==> src/rtl/obi_dma_copy.sv <==
// rtl/obi_dma_copy.sv - single-outstanding OBI word copy engine (read word, write word, repeat)
// Both source and destination windows are range-checked against the SRAM before any bus traffic.
module obi_dma_copy #(
  parameter logic [31:0] SRAM_BASE_ADDR = 32'h8000_0000,
  parameter logic [31:0] SRAM_END_ADDR  = 32'h8000_C000,
  parameter int          LEN_W          = 14
) (
  input  logic             clk_i,
  input  logic             rst_ni,
  input  logic             start_i,
  input  logic             abort_i,
  input  logic [31:0]      src_addr_i,
  input  logic [31:0]      dst_addr_i,
  input  logic [LEN_W-1:0] len_i,
  output logic             busy_o,
  output logic             done_o,
  output logic             err_o,
  output logic             req_o,
  input  logic             gnt_i,
  output logic [31:0]      addr_o,
  output logic             we_o,
  output logic [3:0]       be_o,
  output logic [31:0]      wdata_o,
  input  logic             rvalid_i,
  input  logic [31:0]      rdata_i
);

  typedef enum logic [2:0] {
    S_IDLE,
    S_CHECK,
    S_RD_REQ,
    S_RD_WAIT,
    S_WR_REQ,
    S_WR_WAIT,
    S_FINISH
  } state_e;

  localparam logic [LEN_W-1:0] CNT_ONE = {{(LEN_W-1){1'b0}}, 1'b1};

  state_e           state_q, state_d;
  logic [31:0]      src_q, src_d;
  logic [31:0]      dst_q, dst_d;
  logic [LEN_W-1:0] cnt_q, cnt_d;
  logic [31:0]      data_q, data_d;
  logic             abort_q, abort_d;
  logic             err_q, err_d;

  // 33-bit end addresses so a window wrapping past 2^32 can never look legal
  logic [32:0] len_bytes;
  logic [32:0] src_end;
  logic [32:0] dst_end;
  logic        range_ok;
  logic        abort_pend;

  always_comb begin
    len_bytes  = 33'(cnt_q) << 2;
    src_end    = {1'b0, src_q} + len_bytes;
    dst_end    = {1'b0, dst_q} + len_bytes;
    range_ok   = (src_q >= SRAM_BASE_ADDR) && (src_end <= {1'b0, SRAM_END_ADDR}) &&
                 (dst_q >= SRAM_BASE_ADDR) && (dst_end <= {1'b0, SRAM_END_ADDR});
    abort_pend = abort_q | abort_i;
  end

  always_ff @(posedge clk_i) begin
    if (!rst_ni) begin
      state_q <= S_IDLE;
      src_q   <= '0;
      dst_q   <= '0;
      cnt_q   <= '0;
      data_q  <= '0;
      abort_q <= 1'b0;
      err_q   <= 1'b0;
    end else begin
      state_q <= state_d;
      src_q   <= src_d;
      dst_q   <= dst_d;
      cnt_q   <= cnt_d;
      data_q  <= data_d;
      abort_q <= abort_d;
      err_q   <= err_d;
    end
  end

  always_comb begin
    state_d = state_q;
    src_d   = src_q;
    dst_d   = dst_q;
    cnt_d   = cnt_q;
    data_d  = data_q;
    err_d   = err_q;
    abort_d = abort_q;
    if ((state_q != S_IDLE) && abort_i) begin
      abort_d = 1'b1;
    end
    case (state_q)
      S_IDLE: begin
        if (start_i) begin
          src_d   = src_addr_i & 32'hFFFF_FFFC;
          dst_d   = dst_addr_i & 32'hFFFF_FFFC;
          cnt_d   = len_i;
          err_d   = 1'b0;
          abort_d = 1'b0;
          state_d = S_CHECK;
        end
      end
      S_CHECK: begin
        if (!range_ok) begin
          err_d   = 1'b1;
          state_d = S_FINISH;
        end else if (cnt_q == '0) begin
          state_d = S_FINISH;
        end else begin
          state_d = S_RD_REQ;
        end
      end
      S_RD_REQ: begin
        if (gnt_i) state_d = S_RD_WAIT;
      end
      S_RD_WAIT: begin
        // an abort still lets the read complete, but the word is never written
        if (rvalid_i) begin
          data_d  = rdata_i;
          state_d = abort_pend ? S_FINISH : S_WR_REQ;
        end
      end
      S_WR_REQ: begin
        if (gnt_i) state_d = S_WR_WAIT;
      end
      S_WR_WAIT: begin
        if (rvalid_i) begin
          src_d   = src_q + 32'd4;
          dst_d   = dst_q + 32'd4;
          cnt_d   = cnt_q - CNT_ONE;
          state_d = ((cnt_q == CNT_ONE) || abort_pend) ? S_FINISH : S_RD_REQ;
        end
      end
      S_FINISH: begin
        abort_d = 1'b0;
        state_d = S_IDLE;
      end
      default: state_d = S_IDLE;
    endcase
  end

  always_comb begin
    busy_o  = (state_q != S_IDLE);
    done_o  = (state_q == S_FINISH);
    err_o   = err_q;
    req_o   = 1'b0;
    we_o    = 1'b0;
    be_o    = 4'h0;
    addr_o  = '0;
    wdata_o = '0;
    case (state_q)
      S_RD_REQ: begin
        req_o  = 1'b1;
        be_o   = 4'hF;
        addr_o = src_q;
      end
      S_WR_REQ: begin
        req_o   = 1'b1;
        we_o    = 1'b1;
        be_o    = 4'hF;
        addr_o  = dst_q;
        wdata_o = data_q;
      end
      default: ;
    endcase
  end

endmodule

==> config.mk <==
export PLATFORM = sky130hd
export DESIGN_NAME = obi_dma_copy
export DESIGN_NICKNAME = d
export VERILOG_FILES = /design/src/rtl/obi_dma_copy.sv
export SDC_FILE = /design/constraint.sdc
export NUM_CORES = 1
export LEC_CHECK = 0
export ABC_AREA = 1
export BUFFER_PORTS_ARGS = -buffer_cell sky130_fd_sc_hd__buf_2
export CAP_MARGIN = 20
export CORE_UTILIZATION = 30
export CTS_BUF_LIST = sky130_fd_sc_hd__clkbuf_16
export CTS_CLUSTER_SIZE = 28
export DETAILED_ROUTE_END_ITERATION = 7
export SLEW_MARGIN = 40
export SYNTH_ARGS = -nofsm -noshare
export SYNTH_HDL_FRONTEND = slang
export SYNTH_SLANG_ARGS = --single-unit
==> constraint.sdc <==
create_clock -name clk_i -period 2.4 [get_ports clk_i]
set_input_delay 0 -clock clk_i [delete_from_list [all_inputs] [get_ports clk_i]]
set_output_delay 0 -clock clk_i [all_outputs]
set_load 0.02 [all_outputs]
==> flow_summary.ini, run 1 <==
[worst_setup_path]
critPathKind = flip-flop to flip-flop
critPathLaunchType = flip-flop
cp_slowest_cell = fa_2
critPathMaxFanout = 4
worstPathRequired_ns = 2.67
end_kind = flip-flop
crit_top_cell = nand2_1
cp.arrival_ns = 2.90
path_buf_inv = 0
path_delay_family = simple AND/OR/NAND/NOR gates
cp_cell_sequence = ha_4 > fa_2 > or2_4 > a21oi_2 > nand3_1 > nor2_1 > nand3_1 > nor2_1 > nand3_1 > nand2_1 > nand2_1 > nor2_1 > nand3_1 > nand2_2 > nand4_1 > nand2_1 > nand2_1 > nand2_1 > a21oi_1
cpPeakStageDelay_ns = 0.43

[logic_synthesis]
synth.avg_cell_area_sq_um = 6.04
synthDistinctLibCells = 50
syn_inst = 1565
yosys_warnings = 0
ys_ff_latch = 111
syn-cell-area_sq_um = 9450
seq_area_frac_synth_pct = 23.5

[routing]
drt-pass1-iter-count = 8
num_vias = 11900
ant_nets = 0
wl_met2_um = 18200
drc = 8
top_layer_used = met4
drt-total-wl_um = 38400
drtIter0Drc = 988
post_drt_wl_per_cell_um = 16.2
vias_per_cell = 4.99
met1Wirelength_um = 16700
wl_met3_um = 1900

[die]
initial_core_util_pct = 30.7
die_height_um = 179
fp.dieW_um = 179
core-area_sq_um = 30700
io_pins = 189
num_rows = 64
dieArea_sq_um = 32200

[cells_and_area]
area_delta_synth_final_pct = 46.1
fin_nets = 2128
final_core_util_pct = 44.9
mostFrequentLayoutCells = 367 x nand2_1, 210 x buf_4, 191 x inv_1
nFillCells = 3155
diodes = 0
drive_gt1_share_pct = 28.7
final_common_cell = nand2_1
finalInstanceArea_sq_um = 13800

[power_and_ir_drop]
p_leak_nw = 6.47
total_power_mw = 14.2
power_density_nw_per_um2 = 1030
ir_drop_v = 0.000492

[sta]
finClkSkew_ns = 0.0117
setup_viol = 15
max_slew.worst_pin.slew_ns = 0.652
fmax_mhz = 379
rsz0062_at_grt = yes
slew_headroom_pct = 56.5
layout_setup_ws_ns = -0.238
final_hold_viol_count = 0
period_share_pct = 110
report.final.slew_viol_count = 0
post-route-min-period_ns = 2.64
whs_ns = 0.00592

[clock_tree]
cts_max_level = 3
clk_latency_ns = 0.38
clock-sinks = 111
cts_tree = yes
path_clk_slew_ns = 0.09
cts_made_buffers = 9
clockRootBuffer = clkbuf_16
cts_buffer_depth = 2

[global_route]
antenna_found_initial = 0
globalRouteTotalUtil_pct = 23.3
grt_pass1_vias = 11500
grt_first_pass_wirelength_um = 60100
grt_max_degree = 73
gr-total-overflow = 0

[status]
status = finished with violations
failed_checks = DRC, setup timing

[placed_design]
dp_hpwl_um = 28900
post_dp_cell_area_sq_um = 12000
portBuffers = 182
gp_congestion = 0.934
pre_cts_ws_ns = -0.362

[flow_run]
drv_cap = 0

[worst_hold_path]
min_path_type = primary input to flip-flop
tightest hold or removal path: stages:
cell and delay (ns):
buf_2 0.08, a21oi_1 0.08, a211oi_1 0.18
sequential cells by signal (all words and copies together) (netlist names):
register	cells
src_q	30
cnt_q	14
abort_q	1
err_o	1
dst_q	30
data_q	32
state_q	3
synthesized netlist by cell type, drive strengths merged:
cell type | number | area, sq um
bufinv | 1 | 17.5
buf | 19 | 104
clkinv | 1 | 3.75
a21oi | 123 | 627
or2 | 2 | 12.5
o211ai | 10 | 75.1
o21a | 2 | 15.0
nor2 | 171 | 699
a22o | 1 | 8.76
nor3 | 20 | 126
o21bai | 37 | 278
conb | 1 | 3.75
clkbuf | 52 | 199
a31oi | 7 | 43.8
nand2 | 388 | 1480
a211oi | 3 | 22.5
a311oi | 4 | 35.0
o21ai | 127 | 636
nand3b | 8 | 60.1
ha | 34 | 425
a221oi | 14 | 123
o32ai | 1 | 8.76
nand3 | 90 | 490
o22ai | 26 | 163
inv | 221 | 830
xnor2 | 4 | 35.0
and2 | 2 | 12.5
o31ai | 4 | 30.0
nand4 | 28 | 175
fa | 2 | 40.0
a31o | 1 | 8.76
nor4 | 2 | 18.8
dfxtp | 111 | 2220
xor2 | 48 | 420
through the flow:
step	setup TNS (ns)	std cells
detailed placement	-3.72	2263
finish	-2.01	2377
floorplan	-0.0265	1566
CTS	-1.10	2361
global placement	-2.64	2263
global route	-4.68	2377
power breakdown:
| part | switching [mW] | internal, mW | total, mW |
|---|---|---|---|
| registers | 0.613 | 2.44 | 3.06 |
| logic | 5.53 | 3.88 | 9.41 |
| clock network | 0.862 | 0.847 | 1.71 |
routing by layer:
layer	global-route usage, %	vias up
li1	-	5944
met1	29.0	5475
met2	40.4	345
met3	2.71	95
met4	10.3	0
met5	0	-
timing repair:
action,CTS,global route
resized for setup,42,85
cloned,1,2
hold buffers,55,0
hold endpoints to repair,57,0
pin swaps,23,41
setup buffers,27,17
endpoints found under the setup margin,30,45
final timing paths:
check	start	to	slack (ns)	cells after the start
min reg2reg	data_q[22]	data_q[22]	0.45	2
max reg2reg	cnt_q[0]	state_q[2]	-0.24	19
max	cnt_q[0]	state_q[2]	-0.24	19
min	src_addr_i[9]	src_q[9]	0.006	3
area by class of cell:
type                       count  area (sq um)  share of cell area (%)
multi-input combinational   1162          6570                    47.6
timing repair buffer         469          3320                    24.0
sequential                   111          2240                    16.2
inverter                     223           856                    6.20
tap                          396           495                    3.59
clock buffer                   9           225                    1.63
clock inverter                 7           100                   0.725
logic make-up after synthesis:
family                     count (synthesis)  synth area share, %
and+or+nand+nor                          711                 32.5
AOI/OAI and AO/OA                        360                 22.0
buffers and inverters                    294                 12.2
DFF                                      111                 23.5
xor gates and xnor gates                  52                 4.82
adders and majority gates                 36                 4.93
other                                      1               0.0397
Power figures use the tool's default switching activity.
==> inputs of run 2 (changes only) <==
--- a/config.mk
+++ b/config.mk
@@ -16,3 +16,4 @@
 export SYNTH_ARGS = -nofsm -noshare
 export SYNTH_HDL_FRONTEND = slang
 export SYNTH_SLANG_ARGS = --single-unit
+export TNS_END_PERCENT = 10
==> run 2 against run 1 <==
The flow still finishes with violations (DRC, setup timing). Die area unchanged. Critical path depth increased by 1. Final cell count is 1.3% lower. Via count fell by 1.5%. Clock skew increased by 0.0012 ns. Register-to-register slack got worse by 0.09 ns. Clock power is essentially flat. Combinational power shrank 4.1%. Largest cell class unchanged.
==> flow_summary.ini, run 2 (synthesis gave the netlist of run 1 again) <==
[die]
dieArea_sq_um = 32200
core-area_sq_um = 30700
io_pins = 189
num_rows = 64
die_height_um = 179
initial_core_util_pct = 30.7
fp.dieW_um = 179

[routing]
drtIter0Drc = 920
drc = 8
num_vias = 11700
vias_per_cell = 4.98
post_drt_wl_per_cell_um = 15.9
drt-total-wl_um = 37400
drt-pass1-iter-count = 8
ant_nets = 0

[global_route]
grt_pass1_vias = 11500
globalRouteTotalUtil_pct = 23.1
antenna_found_initial = 0
grt_first_pass_wirelength_um = 59600
gr-total-overflow = 0
grt_max_degree = 73

[cells_and_area]
area_delta_synth_final_pct = 41.3
diodes = 0
fin_nets = 2097
largest-register = data_q
drive_gt1_share_pct = 26.8
final_common_cell = nand2_1
largest_register_ffs = 32
top_regs = data_q (32), dst_q (30), src_q (30)
mostFrequentLayoutCells = 372 x nand2_1, 196 x buf_4, 191 x inv_1

[sta]
max_slew.worst_pin.slew_ns = 0.659
period_share_pct = 114
report.final.slew_viol_count = 0
final.setup.tns_ns = -1.85
final_hold_viol_count = 0
post-route-min-period_ns = 2.73
rsz0062_at_grt = yes
setup_viol = 13
layout_setup_ws_ns = -0.330
slew_headroom_pct = 56.1
fmax_mhz = 366
finClkSkew_ns = 0.0129

[clock_tree]
cts_buffer_depth = 2
clockRootBuffer = clkbuf_16
cts_max_level = 3
path_clk_slew_ns = 0.09
clk_latency_ns = 0.39
clock-sinks = 111
cts_made_buffers = 9
cts_tree = yes

[power_and_ir_drop]
power_density_nw_per_um2 = 1030
p_leak_nw = 6.16
power_frac_clock_pct = 12.4
power_frac_comb_pct = 65.4
ir_drop_v = 0.000495
p_sw_share_pct = 49.5
p_int_mw = 6.96
p_seq_share_pct = 22.1
net-switching-power_mw = 6.83

[worst_setup_path]
cp_cell_sequence = buf_6 > ha_4 > nand2_4 > nor2_4 > inv_2 > nor2_4 > inv_2 > nor2_4 > inv_2 > nor3_4 > nand2_2 > nor2_4 > nand2_4 > nor2_4 > nand2_4 > nor2_4 > nand4_1 > xor2_1 > o21bai_1 > a21oi_1
path_delay_family = simple AND/OR/NAND/NOR gates
cp.arrival_ns = 3.00
cpPeakStageDelay_ns = 0.38
end_kind = flip-flop
reg2reg_slack_ns = -0.33
r2r_end = src_q[30]
reg2reg_from = src_q[2]
critical_path_depth = 20
reg2regPathDepth = 20
cp_slowest_cell = dfxtp_2
path_buf_inv = 4
critPathKind = flip-flop to flip-flop
critPathLaunchType = flip-flop
crit_top_cell = nor2_4
critPathMaxFanout = 3
crit_end = src_q[30]
startpoint = src_q[2]
worstPathRequired_ns = 2.67

[flow_run]
drv_cap = 0

[worst_hold_path]
holdCritStartpoint = dst_addr_i[7]
min_path_type = primary input to flip-flop

[placed_design]
dp_hpwl_um = 28900
gp_congestion = 0.934
pre_cts_ws_ns = -0.362
portBuffers = 182

[status]
failed_checks = DRC, setup timing
status = finished with violations
run 2: changes by cell type in the layout (fill, tap and decap cells not counted), sizes merged:
cell	before	now
buf	413	383
clkbuf	10	9
run 2: final cells by class:
cell class | count | area [sq um]
fill | 3216 | 17400
sequential | 111 | 2240
multi-input combinational | 1162 | 6430
inverter | 223 | 851
timing repair buffer | 438 | 3010
clock inverter | 7 | 100
clock buffer | 9 | 225
tap | 396 | 495
run 2: worst min-delay path, cell delays in order:
cell and delay (ns):
buf_2 0.10, a21oi_1 0.14, a221oi_1 0.09
run 2: how the worst min path moves through the flow:
stage,slack (ns),endpoint,cells after the start
final,0.006,dst_q[7],3
after detailed placement,0.28,data_q[21],3
after global routing,0.008,dst_q[7],3
after CTS,0.003,cnt_q[10],3
after floorplan,0.15,cnt_q[0],2
after global placement,0.28,data_q[0],3
run 2: power by group through the flow:
stage / sequential (mW) / combinational [mW] / clock [mW]
floorplan: 3.00 / 5.15 / 0
global placement: 3.04 / 8.47 / 0
detailed placement: 3.04 / 8.53 / 0
CTS: 3.01 / 8.77 / 1.75
global route: 3.13 / 10.0 / 1.79
finish: 3.05 / 9.02 / 1.71
run 2: repair_timing:
| item | CTS | global route |
|---|---|---|
| gates resized for setup | 27 | 46 |
| gates cloned | 1 | 0 |
| hold endpoints to repair | 57 | 0 |
| hold buffers | 55 | 0 |
| setup buffers | 8 | 3 |
| setup endpoints to repair | 30 | 45 |
| pin swaps | 15 | 32 |
run 2: metal layers:
metal	share of wire, %	vias to the layer above	global-route usage [%]	routed length (um)
met4	4.4	0	10.7	1650
met1	44	5408	29.0	16600
met5	0	-	0	0
li1	-	5874	-	-
met3	4.4	92	2.84	1640
met2	47	305	39.5	17500
run 2: metrics by stage:
| stage | util, % | std cells | hold slack (ns) | total power, mW | instance area, sq um |
|---|---|---|---|---|---|
| 6_report | 43.4 | 2346 | 0.00604 | 13.8 | 13300 |
| 5_1_grt | 43.4 | 2346 | 0.00819 | 14.9 | 13300 |
| 4_1_cts | 42.6 | 2343 | 0.00305 | 13.5 | 13100 |
| 3_5_place_dp | 39.2 | 2263 | 0.285 | 11.6 | 12000 |
| 3_3_place_gp | 39.2 | 2263 | 0.277 | 11.5 | 12000 |
| 2_1_floorplan | - | 1566 | 0.151 | 8.15 | 9490 |
==> inputs of run 3 (changes only) <==
--- a/config.mk
+++ b/config.mk
@@ -8,6 +8,7 @@
 export ABC_AREA = 1
 export BUFFER_PORTS_ARGS = -buffer_cell sky130_fd_sc_hd__buf_2
 export CAP_MARGIN = 20
+export CORE_ASPECT_RATIO = 2
 export CORE_UTILIZATION = 30
 export CTS_BUF_LIST = sky130_fd_sc_hd__clkbuf_16
 export CTS_CLUSTER_SIZE = 28
==> run 3 against run 2 <==
The run ends with setup timing left. Clock power is 6% lower. Core utilization is 0.46 points higher. Non-clock buffer count is 10 higher. Clock skew is 0.0029 ns lower. Combinational power is 2% higher. Sequential power is 2% higher. Flip-flop and latch count stayed put. Setup slack worse by 0.017 ns. Final cell count is 1.4% higher. Register-to-register slack worse by 0.02 ns. Die area is 0.13% higher. Count of clock-buffer cells in the layout stayed put. Highest routed layer unchanged.
==> flow_summary.ini, run 3 (synthesis gave the netlist of run 1 again) <==
[sta]
rsz0062_at_grt = yes
post-route-min-period_ns = 2.75
period_share_pct = 114
layout_setup_ws_ns = -0.347
finClkSkew_ns = 0.0100
slew_headroom_pct = 48.5
max_slew.worst_pin.slew_ns = 0.771
setup_viol = 9
fmax_mhz = 364
final_hold_viol_count = 0
report.final.slew_viol_count = 0

[worst_setup_path]
end_kind = flip-flop
cp.arrival_ns = 2.98
startpoint = cnt_q[0]
worstPathRequired_ns = 2.63
critPathLaunchType = flip-flop
critPathMaxFanout = 7
crit_end = state_q[2]
critPathKind = flip-flop to flip-flop
r2r_end = state_q[2]
reg2reg_slack_ns = -0.35
reg2regPathDepth = 19
reg2reg_from = cnt_q[0]

[die]
num_rows = 91
fp.dieW_um = 127
initial_core_util_pct = 30.6
die_height_um = 253
dieArea_sq_um = 32200
core-area_sq_um = 30900
io_pins = 189

[clock_tree]
cts_tree = yes
path_clk_slew_ns = 0.08
cts_buffer_depth = 2
cts_max_level = 3
cts_made_buffers = 9
clockRootBuffer = clkbuf_16
clock-sinks = 111
clk_latency_ns = 0.38

[power_and_ir_drop]
ir_drop_v = 0.000790
p_int_mw = 7.06
net-switching-power_mw = 6.85
total_power_mw = 13.9
power_frac_clock_pct = 11.6
p_leak_nw = 6.17
p_seq_share_pct = 22.3
power_density_nw_per_um2 = 1030
p_sw_share_pct = 49.3
power_frac_comb_pct = 66.1

[flow_run]
drv_cap = 0

[routing]
drt-pass1-iter-count = 5
ant_nets = 0
vias_per_cell = 4.94
drtIter0Drc = 603
drt-total-wl_um = 38900
post_drt_wl_per_cell_um = 16.4
drc = 0
num_vias = 11700

[cells_and_area]
largest_register_ffs = 32
drive_gt1_share_pct = 27.5
mostFrequentLayoutCells = 371 x nand2_1, 196 x buf_4, 191 x inv_1
top_regs = data_q (32), dst_q (30), src_q (30)
diodes = 0
area_delta_synth_final_pct = 43.3
final_common_cell = nand2_1
largest-register = data_q
nFillCells = 3237
fin_nets = 2107
finalInstanceArea_sq_um = 13500

[global_route]
globalRouteTotalUtil_pct = 24.1
grt_first_pass_wirelength_um = 59900
grt_max_degree = 85
antenna_found_initial = 0
gr-total-overflow = 0
grt_pass1_vias = 11600

[placed_design]
pre_cts_ws_ns = -0.509
dp_hpwl_um = 30400
portBuffers = 182
gp_congestion = 1.01
post_dp_cell_area_sq_um = 12200

[worst_hold_path]
holdCritStartpoint = len_i[7]
min_path_type = primary input to flip-flop

[status]
failed_checks = setup timing
status = finished with violations
run 3: changes by cell type in the layout (fill, tap and decap cells not counted), moves of 2 or more:
cell and change:
buf_6 -2, dfxtp_1 -10, nor2_4 +2, nor2_1 -2, dlygate4sd3_1 +7, a21oi_2 +2, ha_4 +2, buf_12 +5
clkinv_8 -2, nand2_2 +2, dfxtp_2 +9, o21ai_1 +2
run 3: layout make-up:
cell class	count	area (sq um)	area share, %
multi-input combinational	1162	6450	47.7
clock inverter	7	72.6	0.536
sequential	111	2250	16.7
clock buffer	9	225	1.66
inverter	223	851	6.29
timing repair buffer	448	3150	23.3
tap	418	523	3.86
run 3: worst max-delay path: stages (launching register included):
cell and delay (ns):
dfxtp_4 0.40, ha_4 0.15, inv_2 0.03, fa_2 0.39
nor2_4 0.11, nand2_1 0.08, nand3_2 0.08, nand3b_1 0.21
nand2_4 0.20, nand2_1 0.06, nand2_1 0.06, nand4_1 0.10
nor2_1 0.10, nand3_1 0.09, o21ai_2 0.16, nand4_1 0.11
nand2_1 0.08, nand2_1 0.05, nand2_1 0.06, a21oi_1 0.05
run 3: how the worst min path moves through the flow:
| stage | to | slack [ns] | cells past startpoint |
|---|---|---|---|
| floorplan | cnt_q[0] | 0.15 | 2 |
| global placement | dst_q[2] | 0.28 | 3 |
| detailed placement | dst_q[2] | 0.28 | 3 |
| CTS | dst_q[8] | 0.0002 | 3 |
| global route | dst_q[8] | 0.03 | 3 |
| finish | cnt_q[7] | 0.01 | 5 |
run 3: repair_timing:
action	4_1_cts	5_1_grt
buffers inserted	2	3
endpoints found under the hold margin	62	0
cloned	1	0
pin swaps	14	16
hold buffers	62	0
setup endpoints to repair	29	39
resized for setup	36	50
run 3: metrics by stage:
stage	util (%)	TNS (ns)	hold WS, ns	cells
global placement	39.6	-3.53	0.278	2294
finish	43.9	-0.979	0.0114	2378
CTS	43.1	-1.84	0.000166	2375
global route	43.9	-4.98	0.0282	2378
floorplan	-	-0.0265	0.151	1566
detailed placement	39.6	-3.99	0.284	2294
run 3: power groups by stage:
| stage | clock network (mW) | logic (mW) | registers, mW |
|---|---|---|---|
| 2_1_floorplan | 0 | 5.15 | 3.00 |
| 3_3_place_gp | 0 | 8.70 | 3.05 |
| 3_5_place_dp | 0 | 8.78 | 3.06 |
| 4_1_cts | 1.67 | 9.06 | 3.05 |
| 5_1_grt | 1.72 | 10.1 | 3.17 |
| 6_report | 1.61 | 9.19 | 3.11 |
run 3: metal layers:
| metal | vias to the layer above | wire (um) | GRT usage, % | part of all wire [%] |
|---|---|---|---|---|
| met5 | - | 0 | 0 | 0 |
| met4 | 0 | 2940 | 17.9 | 7.5 |
| met3 | 122 | 1700 | 2.79 | 4.4 |
| met2 | 388 | 19700 | 45.1 | 51 |
| met1 | 5341 | 14600 | 24.2 | 38 |
| li1 | 5886 | - | - | - |
